<file path="src/rtl/slot_pkg.sv">
// Shared types and constants for the slot machine cash-out path.
package slot_pkg;

    localparam int FUND_W  = 10;
    localparam int COIN_1D = 1;
    localparam int COIN_2D = 2;

    typedef enum logic [1:0] {
        IDLE     = 2'd0,
        DISPENSE = 2'd1,
        HALT     = 2'd2,
        DONE     = 2'd3
    } state_t;

endpackage

</file>
<file path="src/rtl/edge_rise.sv">
// Rising-edge detector for a level input; a held level produces a single pulse.
module edge_rise (
    input  logic clock,
    input  logic reset_n,
    input  logic din,
    output logic rise
);

    logic din_d;

    always_ff @(posedge clock or negedge reset_n) begin
        if (!reset_n) begin
            din_d <= 1'b0;
        end else begin
            din_d <= din;
        end
    end

    assign rise = din & ~din_d;

endmodule

</file>
<file path="src/rtl/payout_hopper_ctrl.sv">
// Cash-out controller: captures the fund on a collect press and pays it out coin by coin.
// Build option PAYOUT_TWO_COIN_EN enables $2 coins; without it only $1 coins are dispensed.
module payout_hopper_ctrl #(
    parameter int FUND_W = slot_pkg::FUND_W
) (
    input  logic              clock,
    input  logic              reset_n,
    input  logic              collect,
    input  logic [FUND_W-1:0] fund,
    input  logic              coin_ack,
    input  logic              hopper_empty,
    output logic              coin_req,
    output logic              coin_sel,
    output logic [FUND_W-1:0] paid,
    output logic              busy,
    output logic              done,
    output logic              fault,
    output slot_pkg::state_t  state_dbg
);

    import slot_pkg::*;

    // Handshake: a coin transfers on every rising edge where coin_req and coin_ack are
    // both high; while coin_req is high and unacknowledged, coin_req and coin_sel hold.

    state_t            state;
    logic [FUND_W-1:0] remaining;
    logic [FUND_W-1:0] denom;
    logic [FUND_W-1:0] rem_next;
    logic              collect_rise;
    logic              xfer;
    logic              sel_load;
    logic              sel_next;
    logic              sel_rem;

    edge_rise u_collect_edge (
        .clock   (clock),
        .reset_n (reset_n),
        .din     (collect),
        .rise    (collect_rise)
    );

    assign xfer     = coin_req & coin_ack;
    assign denom    = coin_sel ? FUND_W'(COIN_2D) : FUND_W'(COIN_1D);
    assign rem_next = remaining - denom;

`ifdef PAYOUT_TWO_COIN_EN
    assign sel_load = (fund >= FUND_W'(COIN_2D));
    assign sel_next = (rem_next >= FUND_W'(COIN_2D));
    assign sel_rem  = (remaining >= FUND_W'(COIN_2D));
`else
    assign sel_load = 1'b0;
    assign sel_next = 1'b0;
    assign sel_rem  = 1'b0;
`endif

    always_ff @(posedge clock or negedge reset_n) begin
        if (!reset_n) begin
            state     <= IDLE;
            remaining <= '0;
            paid      <= '0;
            coin_req  <= 1'b0;
            coin_sel  <= 1'b0;
            busy      <= 1'b0;
            done      <= 1'b0;
            fault     <= 1'b0;
        end else begin
            case (state)
                IDLE: begin
                    if (collect_rise) begin
                        remaining <= fund;
                        paid      <= '0;
                        if (fund == '0) begin
                            state <= DONE;
                            done  <= 1'b1;
                        end else begin
                            state    <= DISPENSE;
                            coin_req <= 1'b1;
                            busy     <= 1'b1;
                            coin_sel <= sel_load;
                        end
                    end
                end
                DISPENSE: begin
                    if (xfer) begin
                        remaining <= rem_next;
                        paid      <= paid + denom;
                        if (rem_next == '0) begin
                            state    <= DONE;
                            done     <= 1'b1;
                            coin_req <= 1'b0;
                            coin_sel <= 1'b0;
                            busy     <= 1'b0;
                        end else if (hopper_empty) begin
                            // Coin already counted; park with the balance intact.
                            state    <= HALT;
                            coin_req <= 1'b0;
                            fault    <= 1'b1;
                            coin_sel <= sel_next;
                        end else begin
                            coin_sel <= sel_next;
                        end
                    end else if (hopper_empty) begin
                        state    <= HALT;
                        coin_req <= 1'b0;
                        fault    <= 1'b1;
                    end
                end
                HALT: begin
                    if (!hopper_empty) begin
                        state    <= DISPENSE;
                        coin_req <= 1'b1;
                        fault    <= 1'b0;
                        coin_sel <= sel_rem;
                    end
                end
                DONE: begin
                    done  <= 1'b0;
                    state <= IDLE;
                end
                default: begin
                    state <= IDLE;
                end
            endcase
        end
    end

    assign state_dbg = state;

endmodule
</file>
<file path="config.mk">
export PLATFORM = sky130hd
export DESIGN_NAME = payout_hopper_ctrl
export DESIGN_NICKNAME = d
export VERILOG_FILES = /design/src/rtl/slot_pkg.sv /design/src/rtl/edge_rise.sv /design/src/rtl/payout_hopper_ctrl.sv
export SDC_FILE = /design/constraint.sdc
export NUM_CORES = 1
export LEC_CHECK = 0
export BUFFER_PORTS_ARGS = -buffer_cell sky130_fd_sc_hd__buf_2
export CAP_MARGIN = 20
export CORE_MARGIN = 3
export CORE_UTILIZATION = 40
export CTS_CLUSTER_SIZE = 30
export DETAILED_ROUTE_END_ITERATION = 8
export GPL_ROUTABILITY_DRIVEN = 0
export GPL_TIMING_DRIVEN = 0
export HOLD_SLACK_MARGIN = 0.12
export PLACE_DENSITY = 0.64
export SLEW_MARGIN = 20
export SYNTH_ARGS = -nofsm -noshare
export SYNTH_HDL_FRONTEND = slang
export SYNTH_SLANG_ARGS = --single-unit
export TNS_END_PERCENT = 10
</file>
<file path="constraint.sdc">
create_clock -name clock -period 2.47 [get_ports clock]
set_input_delay 0.247 -clock clock [delete_from_list [all_inputs] [get_ports clock]]
set_output_delay 0.247 -clock clock [all_outputs]
set_load 0.02 [all_outputs]
</file>
==> impl_metrics.ini, run 1 <==
[outcome]
status = completed

[power]
clock_power_share = 0.125
powerDensity_mw_per_mm2 = 1070
ir_worst_vdd_mv = 0.516
power.share.switching = 0.464
intPower_mw = 1.19
p_total_mw = 2.21
p_comb_frac = 0.545
p_seq_frac = 0.331
power_switching_mw = 1.03
leakage_nw = 0.907

[synth]
synth_area_per_cell_um2 = 8.84
synth_most_common_cell = dfrtp_1
synth_edf_count = 0
yosys-top-cells-count = 27 x dfrtp_1, 21 x nor2_1, 17 x nand2_1, 16 x a21oi_1, 13 x o21ai_0
syn_inst = 196
synth-seq-cells = 27
synth_cell_type_count = 54
synth_compound_area_frac = 0.222
synth.area.top_cells = dfrtp_1 39%, ha_1 5.1%, a21oi_1 4.6%
synth-simple-area-share = 0.231
synth-xor-area-share = 0.0354
synth_top_family_by_area = simple AND/OR/NAND/NOR gates
ys_warn_count = 0
yosysSeqAreaShare = 0.390
synth_nets = 218
synth_largest_area_cell = dfrtp_1
synth_area_mm2 = 0.00173
synth_async_sr_flop_share = 1.00
synthFlopType = dfrtp_1
synth_top_area_share = 0.390
synth-adder-area-share = 0.0505
synth.area.mux_share = 0.0123

[grt]
grt_start_max_net_pins = 28
gr-total-overflow = 0
first_global_vias = 1476
grt_usage = 0.167
antenna_found_initial = 0
grt_pass1_wl_mm = 6.82

[floorplan]
core-area_mm2 = 0.00409
die_x_um = 71.8
start_util = 0.424
fp.dieArea_mm2 = 0.00516
die_h_um = 71.8
fp-row-count = 23
ios = 32

[worst_setup_path]
setup.worst_path.start_class = register
cp_max_fo = 10
worstSetupEndpointType = register
cp.arrival_ns = 2.50
crit_type = reg2reg
cp_data_required_time_ns = 2.65

[worst_hold_path]
hold_class = in2reg

[finish]
final_nets = 258
final_cells = 285
syn_to_final_growth_pct = 19.3
drive_gt1_frac = 0.247
nFillCells = 414
antennaDiodeCount = 0
fin_util = 0.506
postLayoutCellArea_mm2 = 0.00207

[clocking]
clk_pin_slew_worst_paths_ns = 0.10
numClockSinks = 27
numCtsBuffers = 3
cts_root_buffer = clkbuf_8
htree_num_levels = 1
clk_latency_ns = 0.28
cts_tree = built
cts_buffer_depth = 2

[sta]
worstMarginPinSlew_ns = 0.793
whs_ns = 0.229
fin_crit_sh = 0.942
setup_viol = 0
slew-limit-headroom = 0.466
fin_skew_ns = 0.00227
final_hold_viol_count = 0
slew_viol_final = 0
layout_min_cycle_time_ns = 2.33
clock.fmax_ghz = 0.430

[placement]
placed_area_mm2 = 0.00195
dp_cells = 276
io_buffers = 30
dpl.hpwl_mm = 2.94

[drt]
avgRoutedWirePerCell_um = 14.5
postRouteAntennaNets = 0
routed-via-count = 1546
dr_wl_met3_um = 151
wl_met2_mm = 1.97
route.detailed.drc = 0
drt-met1-wl_mm = 1.98
routed_wl_mm = 4.13
top_layer = met4
drtPass1Iterations = 4
vias_per_cell = 5.42
first_iter_violations = 101

[job]
max-cap-violations = 0
-- flip-flops by register name, indices dropped and copies added (netlist names) --
register / flops
busy: 1
u_collect_edge.din_d: 1
done: 1
state_dbg: 2
coin_req: 1
remaining: 10
paid: 10
fault: 1
-- routing by layer --
layer | GRT usage | up-vias
met3 | 0.0295 | 2
met5 | 0 | -
met4 | 0.0418 | 0
li1 | - | 780
met2 | 0.268 | 30
met1 | 0.232 | 734
-- critical path, stage by stage, from the launching register on --
cell and delay (ns):
dfrtp_1 0.46, inv_1 0.15, ha_1 0.19, clkbuf_4 0.20, nor4b_2 0.21, nand3_1 0.19, buf_4 0.19, o21a_1 0.19
or2b_1 0.23, a21oi_1 0.14, o21ai_1 0.07
-- timing repair --
| action | CTS | global route |
|---|---|---|
| hold buffers | 2 | 0 |
| cloned | 0 | 0 |
| pin swaps | 0 | 3 |
| setup endpoints to repair | 8 | 12 |
| hold endpoints to repair | 28 | 0 |
| setup buffers | 0 | 4 |
| gates resized for setup | 2 | 6 |
-- area by class of cell --
| cell class | count | area (um^2) | share of cell area |
|---|---|---|---|
| Buffer | 10 | 63.8 | 0.0309 |
| Tap cell | 50 | 62.6 | 0.0303 |
| Inverter | 9 | 33.8 | 0.0163 |
| Timing Repair Buffer | 36 | 200 | 0.0969 |
| Clock buffer | 3 | 41.3 | 0.0200 |
| Multi-Input combinational cell | 149 | 981 | 0.475 |
| Sequential cell | 27 | 676 | 0.327 |
| Clock inverter | 1 | 8.76 | 0.00424 |
-- power groups by stage --
stage               Combinational (mW)  Clock [mW]  Sequential (mW)
finish                            1.21       0.276            0.732
global route                      1.34       0.296            0.760
CTS                               1.15       0.287            0.730
detailed placement                1.14           0            0.738
global placement                  1.13           0            0.733
floorplan                        0.809           0            0.764
-- stage by stage --
stage          setup TNS, ns  setup WS (ns)
5_1_grt              -0.0387        -0.0209
3_3_place_gp          -0.157        -0.0819
2_1_floorplan              0          0.131
4_1_cts                    0        0.00515
6_report                   0          0.142
3_5_place_dp          -0.298         -0.128
-- path summary, 6_finish.rpt --
path | to | startpoint | depth (start not counted) | slack, ns
max | done | state_dbg[0] | 10 | 0.14
min | fault | hopper_empty | 2 | 0.23
max in group asynchronous | paid[3] | reset_n | 2 | 1.55
min in group asynchronous | remaining[9] | reset_n | 2 | 0.51
min reg2reg | paid[1] | paid[1] | 2 | 0.52
max reg2reg | done | state_dbg[0] | 10 | 0.14
-- placed cells by master, fill, tap and decap left out, types with 2 or more instances in the layout --
cell type and n:
buf_2 30, dfrtp_1 27, nor2_1 21, nand2_1 17, a21oi_1 16, o21ai_0 13
inv_1 9, nand3_1 7, xor2_1 6, ha_1 5, buf_4 5, nor4_1 4
clkbuf_1 4, clkbuf_8 4, nand4_1 4, nand2b_1 3, or3_1 3, a31oi_1 3
o22ai_1 3, o22a_1 3, nor3_1 2, nor3b_2 2, o2bb2ai_1 2, o21a_1 2
a22oi_1 2, and2_1 2, ha_2 2, dlygate4sd3_1 2
-- logic make-up (layout without fill, tap and decap cells) --
family | count (synthesis) | after routing
compound gates | 57 | 57
xor+xnor | 7 | 7
fa+ha+maj | 7 | 7
buf+inv | 20 | 59
flops | 27 | 27
mux | 2 | 2
other cells | 1 | 1
simple gates | 75 | 75
No activity file was read; power rests on OpenSTA's default activity.
==> inputs of run 2 (changes only) <==
Settings changed: CORE_ASPECT_RATIO from default to 0.5.
==> run 2 against run 1 <==
Compared with the run above: highest routed layer unchanged; critical path depth shrank 2; total power shrank 1.4%; first-iteration DRC count grew 5.9%; critical endpoint is now paid[6]; sequential power grew 1%.
==> impl_metrics.ini, run 2 (synthesis results as in run 1) <==
[finish]
final_nets = 256
postLayoutCellArea_mm2 = 0.00206
syn_to_final_growth_pct = 18.7
drive_gt1_frac = 0.245
final_common_cell = buf_2
mostFrequentLayoutCells = 31 x buf_2, 27 x dfrtp_1, 21 x nor2_1, 17 x nand2_1, 16 x a21oi_1
antennaDiodeCount = 0

[worst_setup_path]
crit_family = simple AND/OR/NAND/NOR gates
path_buf_inv = 2
cp_slowest_cell = dfrtp_1
cp.arrival_ns = 2.54
crit_type = reg2reg
cp_max_fo = 10
crit_chain = inv_1 -> ha_1 -> clkbuf_2 -> nand2b_1 -> a22oi_2 -> nand4_1 -> or3_1 -> a21oi_1
cp_data_required_time_ns = 2.69
rrSetupSlack_ns = 0.15
worstSetupEndpointType = register
setup.worst_path.start_class = register
critical-path-max-stage-delay_ns = 0.42

[power]
clock_power_share = 0.124
leakage_nw = 0.898
powerDensity_mw_per_mm2 = 1060
p_comb_frac = 0.537
intPower_mw = 1.16
power_switching_mw = 1.02
ir_worst_vdd_mv = 0.526
p_seq_frac = 0.339
power.share.switching = 0.469

[placement]
placed_area_mm2 = 0.00195
place_ws_ns = -0.0837
io_buffers = 30
dpl.hpwl_mm = 3.10

[clocking]
clk_latency_ns = 0.28
numClockSinks = 27
clk_pin_slew_worst_paths_ns = 0.10
cts_buffer_depth = 2
htree_num_levels = 1
cts_tree = built
cts_root_buffer = clkbuf_8
numCtsBuffers = 3

[drt]
postRouteAntennaNets = 0
first_iter_violations = 107
route.detailed.drc = 0
vias_per_cell = 5.57
avgRoutedWirePerCell_um = 14.5
routed_wl_mm = 4.18
drtPass1Iterations = 4
routed-via-count = 1600

[sta]
worstMarginPinSlew_ns = 0.901
clock.fmax_ghz = 0.430
setup_viol = 0
fin_skew_ns = 0.00509
slew-limit-headroom = 0.394
whs_ns = 0.230
slew_viol_final = 0
final_hold_viol_count = 0
layout_min_cycle_time_ns = 2.32
rsz0062_at_grt = yes
fin_crit_sh = 0.941
fin_ws_ns = 0.147

[grt]
gr-total-overflow = 0
grt_start_max_net_pins = 28
grt_usage = 0.174
antenna_found_initial = 0
grt_pass1_wl_mm = 7.10
first_global_vias = 1524

[job]
max-cap-violations = 0

[floorplan]
fp-row-count = 16
fp.dieArea_mm2 = 0.00521
ios = 32
start_util = 0.431
core-area_mm2 = 0.00402
die_h_um = 52.5
die_x_um = 99.1

[outcome]
status = completed

[worst_hold_path]
hold_class = in2reg
==> run 2: what timing repair did <==
| action | CTS | global route |
|---|---|---|
| hold buffers | 2 | 0 |
| endpoints found under the hold margin | 28 | 0 |
| resized for setup | 3 | 5 |
| pin swaps | 0 | 2 |
| setup endpoints to repair | 5 | 10 |
| setup buffers | 0 | 2 |
==> run 2: worst reg2reg max path: stages, from the launching register on <==
cell      delay [ns]
dfrtp_1         0.42
inv_1           0.11
ha_1            0.18
clkbuf_2        0.20
nand2b_1        0.23
a22oi_2         0.32
nand4_1         0.25
or3_1           0.40
a21oi_1         0.14
==> run 2: worst paths after layout <==
kind,cells after the start,endpoint,startpoint
min in group asynchronous,2,paid[8],reset_n
min,2,remaining[0],fund[0]
min reg2reg,1,busy,busy
max,8,paid[6],state_dbg[1]
max in group asynchronous,2,done,reset_n
max reg2reg,8,paid[6],state_dbg[1]
==> run 2: layer usage <==
layer | global-route usage | share of wire | vias to the layer above
li1 | - | - | 774
met1 | 0.237 | 0.49 | 770
met2 | 0.278 | 0.43 | 51
met3 | 0.0465 | 0.078 | 5
met4 | 0.0385 | 0.0065 | 0
met5 | 0 | 0 | -
==> run 2: area by class of cell <==
class	count	area, um^2
well taps	54	67.6
repair buffers	34	185
clock inverters	1	7.51
fillers	384	1970
clock buffers	3	41.3
flip-flops and latches	27	676
multi-input cells	149	983
inverters	9	33.8
plain buffers	10	62.6
==> run 2: per-stage QoR <==
stage	setup TNS, ns	power (mW)	instances	util
final	0	2.18	287	0.511
after global routing	-0.0233	2.38	287	0.511
after CTS	0	2.16	286	0.504
after detailed placement	-0.178	1.87	280	0.485
after global placement	-0.0629	1.84	280	0.485
after floorplan	0	1.57	196	-
==> run 2: power by group through the flow <==
stage	sequential (mW)	clock [mW]	combinational [mW]
finish	0.739	0.271	1.17
global route	0.762	0.302	1.32
CTS	0.734	0.277	1.14
detailed placement	0.740	0	1.13
global placement	0.733	0	1.11
floorplan	0.764	0	0.809
==> inputs of run 3 (changes only) <==
--- a/config.mk
+++ b/config.mk
@@ -12,2 +12,3 @@
 export CORE_UTILIZATION = 40
+export CTS_BUF_LIST = sky130_fd_sc_hd__clkbuf_8
 export CTS_CLUSTER_SIZE = 30
@@ -18,2 +19,3 @@
 export PLACE_DENSITY = 0.64
+export SKIP_CTS_REPAIR_TIMING = 1
 export SLEW_MARGIN = 20
==> constraint.sdc (replaced) <==
create_clock -name clock -period 2.47 [get_ports clock]
set_input_delay 0.494 -clock clock [delete_from_list [all_inputs] [get_ports clock]]
set_output_delay 0.494 -clock clock [all_outputs]
set_load 0.02 [all_outputs]
==> run 3 against run 2 <==
Compared with the run above: combinational power about the same; cell count down 0.70%; via count up 0.25%; sequential cell count unchanged; critical path type unchanged; final area down 0.73%; largest power group unchanged; clock-buffer cell count unchanged; non-clock buffer count down 2.
==> impl_metrics.ini, run 3 (synthesis results as in run 1) <==
[clocking]
cts_tree = built
htree_num_levels = 1
clk_latency_ns = 0.28
cts_root_buffer = clkbuf_8
numCtsBuffers = 3
numClockSinks = 27
cts_buffer_depth = 2
clk_pin_slew_worst_paths_ns = 0.10

[power]
powerDensity_mw_per_mm2 = 1080
p_total_mw = 2.20
leakage_nw = 0.888
ir_worst_vdd_mv = 0.586

[floorplan]
core-area_mm2 = 0.00402
fp.dieArea_mm2 = 0.00521
die_h_um = 52.5
start_util = 0.431
die_x_um = 99.1
fp-row-count = 16
ios = 32

[sta]
slew-limit-headroom = 0.385
rsz0062_at_grt = no
fin_skew_ns = 0.00579
worstMarginPinSlew_ns = 0.914
final_hold_viol_count = 0
clock.fmax_ghz = 0.433
whs_ns = 0.214
final.setup.tns_ns = 0
setup_viol = 0
layout_min_cycle_time_ns = 2.31
slew_viol_final = 0
fin_crit_sh = 0.934

[finish]
nFillCells = 388
postLayoutCellArea_mm2 = 0.00204
final_common_cell = buf_2
final_cells = 285
final_nets = 254
syn_to_final_growth_pct = 17.8
mostFrequentLayoutCells = 30 x buf_2, 27 x dfrtp_1, 21 x nor2_1, 17 x nand2_1, 16 x a21oi_1
drive_gt1_frac = 0.251
antennaDiodeCount = 0

[drt]
routed-via-count = 1604
routed_wl_mm = 4.22
drtPass1Iterations = 4
first_iter_violations = 81
avgRoutedWirePerCell_um = 14.8
vias_per_cell = 5.63
route.detailed.drc = 0
postRouteAntennaNets = 0

[worst_setup_path]
crit_family = simple AND/OR/NAND/NOR gates
crit_chain = inv_1 -> ha_1 -> clkbuf_4 -> nor4b_2 -> nand3_2 -> and2_1 -> o21ai_0 -> mux2_2 -> a21o_1
worstSetupEndpointType = register
cp_data_required_time_ns = 2.65
cp_max_fo = 10
cp.arrival_ns = 2.49
path_buf_inv = 2
critical-path-max-stage-delay_ns = 0.45
cp_slowest_cell = dfrtp_1
crit_type = reg2reg
setup.worst_path.start_class = register

[placement]
placed_area_mm2 = 0.00195
io_buffers = 30
dpl.hpwl_mm = 3.10
dp_cells = 280

[job]
max-cap-violations = 0

[grt]
antenna_found_initial = 0
grt_pass1_wl_mm = 7.04
first_global_vias = 1508
gr-total-overflow = 0
grt_start_max_net_pins = 28
grt_usage = 0.173

[worst_hold_path]
hold_class = in2async

[outcome]
status = completed
==> run 3: cell type report <==
cell class,instances,area [um^2],area share
clock inverters,1,7.51,0.00368
inverters,9,33.8,0.0165
clock buffers,3,41.3,0.0202
multi-input cells,149,986,0.483
flip-flops and latches,27,676,0.331
plain buffers,10,65.1,0.0319
repair buffers,32,165,0.0809
well taps,54,67.6,0.0331
==> run 3: where the power goes <==
part / leakage, nW / internal, mW / switching, mW / total (mW)
clock network: 0.0217 / 0.115 / 0.156 / 0.271
registers: 0.324 / 0.576 / 0.165 / 0.741
logic: 0.542 / 0.480 / 0.708 / 1.19
total: 0.888 / 1.17 / 1.03 / 2.20
==> run 3: routing by layer <==
metal | GRT usage | wire length (um) | part of all wire | up-vias
met5 | 0 | 0 | 0 | -
met4 | 0.0363 | 27 | 0.0064 | 0
met3 | 0.0438 | 257 | 0.061 | 5
met2 | 0.277 | 1820 | 0.43 | 46
met1 | 0.237 | 2120 | 0.50 | 780
li1 | - | - | - | 773
==> run 3: final timing paths <==
path                         startpoint                    to  slack [ns]  cells past startpoint
max                        state_dbg[0]              coin_req        0.16                      9
min                             reset_n               paid[8]        0.21                      1
max reg2reg                state_dbg[0]              coin_req        0.16                      9
min reg2reg                        busy                  busy        0.53                      1
max in group asynchronous       reset_n                  done        1.84                      1
min in group clock              collect  u_collect_edge.din_d        0.32                      1
==> run 3: stage by stage <==
stage	utilization	worst slack, ns
2_1_floorplan	-	0.131
3_3_place_gp	0.485	-0.0365
3_5_place_dp	0.485	-0.0837
4_1_cts	0.497	-0.0993
5_1_grt	0.507	0.0295
6_report	0.507	0.162
